<file path="config.mk">
export PLATFORM = sky130hd
export DESIGN_NAME = serial_add_ctrl
export DESIGN_NICKNAME = d
export VERILOG_FILES = /design/src/rtl/serial_add_ctrl.sv
export SDC_FILE = /design/constraint.sdc
export NUM_CORES = 1
export LEC_CHECK = 0
export CELL_PAD_IN_SITES_DETAIL_PLACEMENT = 1
export CELL_PAD_IN_SITES_GLOBAL_PLACEMENT = 2
export CORE_MARGIN = 2
export CORE_UTILIZATION = 30
export CTS_CLUSTER_SIZE = 28
export DETAILED_ROUTE_END_ITERATION = 16
export MAX_ROUTING_LAYER = met4
export PLACE_DENSITY_LB_ADDON = 0.1
export SKIP_CTS_REPAIR_TIMING = 1
export SLEW_MARGIN = 20
export SYNTH_ARGS = -nofsm -noshare
export SYNTH_HDL_FRONTEND = slang
export SYNTH_SLANG_ARGS = --single-unit
</file>
<file path="constraint.sdc">
create_clock -name clk -period 2.1 [get_ports clk]
set_input_delay 0.21 -clock clk [delete_from_list [all_inputs] [get_ports clk]]
set_output_delay 0.21 -clock clk [all_outputs]
set_load 0.01 [all_outputs]
</file>
<file path="src/rtl/serial_add_ctrl.sv">
// Sequenced wide adder/subtractor: one SLICE-bit ripple slice per clock, LSB slice first,
// with a registered carry between slices and valid/ready handshakes on both sides.
module serial_add_ctrl #(
  parameter int unsigned WIDTH = 16,
  parameter int unsigned SLICE = 4
) (
  input  logic                              clk,
  input  logic                              rst,
  input  logic                              in_valid,
  output logic                              in_ready,
  input  logic [WIDTH-1:0]                  a,
  input  logic [WIDTH-1:0]                  b,
  input  logic                              c_in,
  input  logic                              sub,
  output logic                              out_valid,
  input  logic                              out_ready,
  output logic [WIDTH-1:0]                  sum,
  output logic                              c_out,
  output logic [$clog2(WIDTH/SLICE)-1:0]    slice_idx
);

  localparam int unsigned NSLICES = WIDTH / SLICE;
  localparam int unsigned IDXW    = $clog2(NSLICES);

  typedef enum logic [1:0] {
    IDLE = 2'd0,
    RUN  = 2'd1,
    DONE = 2'd2
  } state_t;

  state_t            state;
  state_t            state_nxt;
  logic              in_ready_nxt;
  logic              out_valid_nxt;
  logic              accept;
  logic              last_slice;
  logic              carry;
  logic [WIDTH-1:0]  a_sh;
  logic [WIDTH-1:0]  b_sh;
  logic [SLICE:0]    slice_res;

  assign accept     = in_valid && in_ready;
  assign last_slice = (slice_idx == IDXW'(NSLICES - 1));

  // The single shared adder slice; operands are shifted down so slice k sits at the bottom.
  always_comb begin
    slice_res = {1'b0, a_sh[SLICE-1:0]} + {1'b0, b_sh[SLICE-1:0]} + {{SLICE{1'b0}}, carry};
  end

  // State and handshake-flag register.
  always_ff @(posedge clk) begin
    if (rst) begin
      state     <= IDLE;
      in_ready  <= 1'b1;
      out_valid <= 1'b0;
    end else begin
      state     <= state_nxt;
      in_ready  <= in_ready_nxt;
      out_valid <= out_valid_nxt;
    end
  end

  // Next-state and next handshake flags.
  always_comb begin
    state_nxt     = state;
    in_ready_nxt  = 1'b0;
    out_valid_nxt = 1'b0;
    case (state)
      IDLE: begin
        if (accept) begin
          state_nxt = RUN;
        end else begin
          in_ready_nxt = 1'b1;
        end
      end
      RUN: begin
        if (last_slice) begin
          state_nxt     = DONE;
          out_valid_nxt = 1'b1;
        end
      end
      DONE: begin
        if (out_ready) begin
          state_nxt    = IDLE;
          in_ready_nxt = 1'b1;
        end else begin
          out_valid_nxt = 1'b1;
        end
      end
      default: begin
        state_nxt    = IDLE;
        in_ready_nxt = 1'b1;
      end
    endcase
  end

  // Operand latch, slice sequencing and result accumulation.
  always_ff @(posedge clk) begin
    if (rst) begin
      a_sh      <= '0;
      b_sh      <= '0;
      carry     <= 1'b0;
      sum       <= '0;
      c_out     <= 1'b0;
      slice_idx <= '0;
    end else begin
      case (state)
        IDLE: begin
          if (accept) begin
            a_sh      <= a;
            b_sh      <= sub ? ~b : b;
            carry     <= sub | c_in;
            slice_idx <= '0;
          end
        end
        RUN: begin
          for (int unsigned k = 0; k < NSLICES; k++) begin
            if (slice_idx == IDXW'(k)) begin
              sum[k*SLICE +: SLICE] <= slice_res[SLICE-1:0];
            end
          end
          a_sh  <= a_sh >> SLICE;
          b_sh  <= b_sh >> SLICE;
          carry <= slice_res[SLICE];
          if (last_slice) begin
            c_out     <= slice_res[SLICE];
            slice_idx <= '0;
          end else begin
            slice_idx <= slice_idx + IDXW'(1);
          end
        end
        default: begin
        end
      endcase
    end
  end

endmodule

</file>
* Yosys cells after proc, flatten, opt, wreduce, memory -nomap -nowiden *
Index checks and enable logic that the tools add are counted.

word-level totals
  register bits = 56
  bits of input ports = 38
  output and inout port bits = 21
  logic and storage cells = 55

cells by class
  add/subtract/negate cells = 3
  equal/unequal tests = 8
  mux-type cells = 20
  bitwise gates (word level) = 2
  reduce and logical (&&, ||, !) cells = 10

operator list
  cell                                           count
  case mux 16 bit (2 select lines)               2
  two-way mux 16 bit                             3
  inverter 16 bit                                1
  two-way mux 2 bit                              5
  AND reduction 2 bit                            5
  == test 2 bit, second input constant           3
  != test 2 bit, second input constant           3
  case mux 2 bit (3 select lines)                1
  adder 4 x 4 -> 5 bit                           1
  adder 5 x 1 -> 5 bit                           1
  two-way mux 1 bit                              5
  == test 2 x 1 -> 1 bit, second input constant  2
  logical NOT 2 bit                              2
  case mux 1 bit (2 select lines)                2
  case mux 2 bit (2 select lines)                1
  case mux 1 bit (3 select lines)                1
  AND reduction 3 bit                            1
  adder 2 x 1 -> 2 bit, second input constant    1
  nonzero test 2 bit                             1
  logical AND 1 bit                              1
  OR 1 bit                                       1

* Logic depth before layout (Yosys ltp) *
  word-level depth = 4
  gate-level depth with buffers = 9
  mapped depth without buffers = 7

* Least setup slack after synthesis *
No wires, ideal clock.

  path kind = register to register
  start point = reg carry
  end point = reg carry
  setup time = 0.071 ns
  data arrival time = 1.607 ns
  path slack = 0.422 ns
  cell stages (with the launch flop) = 8
  buffers on the path = 0
  path through = dfxtp_1 > fa_1 > inv_1 > fa_1 > nand2b_1 > o2bb2ai_1 > a211o_1 > a21oi_1

on the way
  word-level cells in the longest chain between the ends = 2

RTL lines
  what                             line  text
  start: declaration               37    logic carry;
  start signal: assignment         112   carry <= sub | c_in;
  start signal: assignment         124   carry <= slice_res[SLICE];
  adder 5 x 1 -> 5 bit             47    slice_res = {1'b0, a_sh[SLICE-1:0]} + {1'b0, b_sh[SLICE-1:0]} + {{SLICE{1'b0}}, carry};
  case mux 1 bit (2 select lines)  107   case (state)

No other way between the ends.
A chain may end at the register's enable or synchronous reset.

* Worst setup path in the final report *
  start point = reg b_sh[0]
  end point = reg carry

on the way
  word-level cells in the longest chain between the ends = 3

RTL lines
  what                             line  text
  start: declaration               39    logic [WIDTH-1:0] b_sh;
  start signal: assignment         111   b_sh <= sub ? ~b : b;
  start signal: assignment         123   b_sh <= b_sh >> SLICE;
  adder 4 x 4 -> 5 bit             47
  adder 5 x 1 -> 5 bit             47
  case mux 1 bit (2 select lines)  107

No other way between the ends.

==> flow_metrics.env <==
export IMPL_cts_tree="built"
export IMPL_cp_start_kind="flip-flop"
export IMPL_p_int_mw=2.51
export IMPL_rsz0062_at_grt="false"
export IMPL_synth_cell_types=38
export IMPL_synth_nets=366
export IMPL_routed_wl_um=6590
export IMPL_layout_common_cells="clkdlybuf4s50_1 (57), dfxtp_1 (56), nand2_1 (51), nor2_1 (43), a21oi_1 (28)"
export IMPL_fill_cells=1062
export IMPL_antenna_cells=0
export IMPL_post_dp_cell_area_um2=3400
export IMPL_clk_pin_slew_ns=0.10
export IMPL_synthCells=315
export IMPL_start_util_pct=31.0
export IMPL_hold_class="in2reg"
export IMPL_finalSetupTns_ns=0
export IMPL_syn_area_um2=2720
export IMPL_gp_routability_congestion=0.742
export IMPL_dr_total_vias=2297
export IMPL_synthArstFlopShare_pct=0
export IMPL_pwr_share_comb_pct=50.4
export IMPL_layout_commonest_cell="clkdlybuf4s50_1"
export IMPL_vdd_drop_max_mv=0.329
export IMPL_first_global_vias=2330
export IMPL_numClockSinks=56
export IMPL_clkPwrFrac_pct=13.3
export IMPL_ys_flop_type="dfxtp_1"
export IMPL_p_leak_nw=1.27
export IMPL_post_synth_cell_area_avg_um2=8.62
export IMPL_final_max_slew_viol_count=0
export IMPL_min_period_ns=1.82
export IMPL_finalSetupViolCount=0
export IMPL_dp_hpwl_um=4940
export IMPL_crit_fanout=2
export IMPL_htree_levels=2
export IMPL_pin_count=59
export IMPL_switching_share_pct=41.5
export IMPL_slew_headroom_pct=50.8
export IMPL_multi_input_area_um2=1430
export IMPL_synth_seq_cells=56
export IMPL_finalCritPeriodShare_pct=86.5
export IMPL_arrival_ns=2.05
export IMPL_clockBufferDepth=2
export IMPL_drtIter0Drc=32
export IMPL_wire_per_inst_um=13.8
export IMPL_grt_max_degree=34
export IMPL_die_w_um=99.2
export IMPL_power_density_nw_per_um2=1230
export IMPL_fin_area_um2=3480
export IMPL_antenna_found_initial=0
export IMPL_synth_edf_count=0
export IMPL_p_seq_share_pct=36.3
export IMPL_grt_usage_pct=14.5
export IMPL_coreArea_um2=8760
export IMPL_status="finished clean"
export IMPL_overflow=0
export IMPL_cp_end_kind="flip-flop"
export IMPL_rows=34
export IMPL_clock_root_buffer="clkbuf_8"
export IMPL_crit_type="reg2reg"
export IMPL_cts_made_buffers=5
export IMPL_finClkSkew_ns=0.00951
export IMPL_yosysWarnings=0
export IMPL_fmax_mhz=550
export IMPL_layout_nets=422
export IMPL_area_growth_pct=28.1
export IMPL_finalHoldViolations=0
export IMPL_seqCellArea_um2=1120
export IMPL_maxCapViolCount=0
export IMPL_yosysSeqAreaShare_pct=41.3
export IMPL_p_switching_mw=1.78
export IMPL_antenna_left=0
export IMPL_first_pass_iters=4
export IMPL_design_die_area_um2=9830
export IMPL_worst_pin_slew_ns=0.738
export IMPL_clk_latency_ns=0.30
export IMPL_drive_gt1_share_pct=8.63
export IMPL_crit_required_ns=2.34
export IMPL_grt_first_pass_wirelength_um=11200
export IMPL_die_y_um=99.2
export IMPL_port_buffers=58
export IMPL_drc=0
export IMPL_viasPerCell=4.80
synthesized netlist by cell type, types with 2 or more instances:
master	count	area, um2
buf_6	2	22.5
dfxtp_1	56	1120
a21oi_2	3	26.3
mux2i_1	14	140
fa_1	2	40.0
a22oi_1	3	22.5
o21ai_0	13	65.1
xor2_1	5	43.8
nand2_1	51	191
nor2_1	43	161
buf_4	5	37.5
a21oi_1	28	140
xnor2_1	12	105
buf_2	4	20.0
a22oi_2	5	62.6
nand4_1	4	25.0
a211oi_1	14	105
inv_1	9	33.8
ha_1	11	138
nand3_1	4	20.0
clkbuf_1	10	37.5
power by group through the flow:
stage                     clock network [mW]  registers, mW  logic, mW
after floorplan                            0           1.56       1.64
after global placement                     0           1.58       2.19
after detailed placement                   0           1.59       2.21
after CTS                              0.610           1.56       2.22
after global routing                   0.639           1.61       2.46
final                                  0.569           1.56       2.16
critical path, stage by stage (launching register included):
cell and delay [ns]:
dfxtp_1 0.38, fa_1 0.20, inv_1 0.05, fa_1 0.39, nand2b_1 0.16, o2bb2ai_1 0.15
a211o_1 0.30, a21oi_1 0.13
path summary, 6_finish.rpt:
path,from,end,slack [ns],cells past startpoint
worst max register to register,b_sh[0],carry,0.28,7
worst min register to register,b_sh[11],b_sh[11],0.46,2
worst min-delay path,rst,sum[2],0.44,2
worst max-delay path,b_sh[0],carry,0.28,7
routing by layer:
layer	part of all wire (%)	global-route usage (%)	wire (um)
met5	0	-	0
met2	50	25.1	3290
met3	3.5	2.32	229
met4	0.52	3.48	34
met1	46	17.7	3030
layout make-up:
type	instances	share of cell area [%]
Clock buffer	6	2.09
Multi-Input combinational cell	228	41.0
Inverter	9	0.971
Sequential cell	56	32.2
Tap cell	108	3.88
Timing Repair Buffer	71	19.7
Clock inverter	1	0.144
registers in the layout (all words and copies together), names as in the netlist, 2 cells and up:
| signal | count |
|---|---|
| b_sh | 16 |
| slice_idx | 2 |
| state | 2 |
| sum | 16 |
| a_sh | 16 |
logic make-up after synthesis:
kind of cell	after synthesis	share of synthesized area, %
AND/OR/NAND/NOR	111	17.1
AO/OA/AOI/OAI	73	18.1
flip-flops	56	41.3
buffers and inverters	31	6.31
XOR/XNOR	17	5.48
multiplexers	14	5.16
adder cells (fa/ha/maj)	13	6.54
stage by stage:
stage | setup slack [ns] | total power, mW | std cells | hold slack, ns | util [%]
6_report | 0.283 | 4.28 | 479 | 0.445 | 39.7
4_1_cts | 0.262 | 4.40 | 479 | 0.443 | 39.7
5_1_grt | 0.129 | 4.71 | 479 | 0.480 | 39.7
2_1_floorplan | 0.422 | 3.19 | 315 | 0.335 | -
3_3_place_gp | 0.318 | 3.77 | 472 | 0.442 | 38.8
3_5_place_dp | 0.292 | 3.80 | 472 | 0.448 | 38.8
Power figures use the tool's default switching activity.
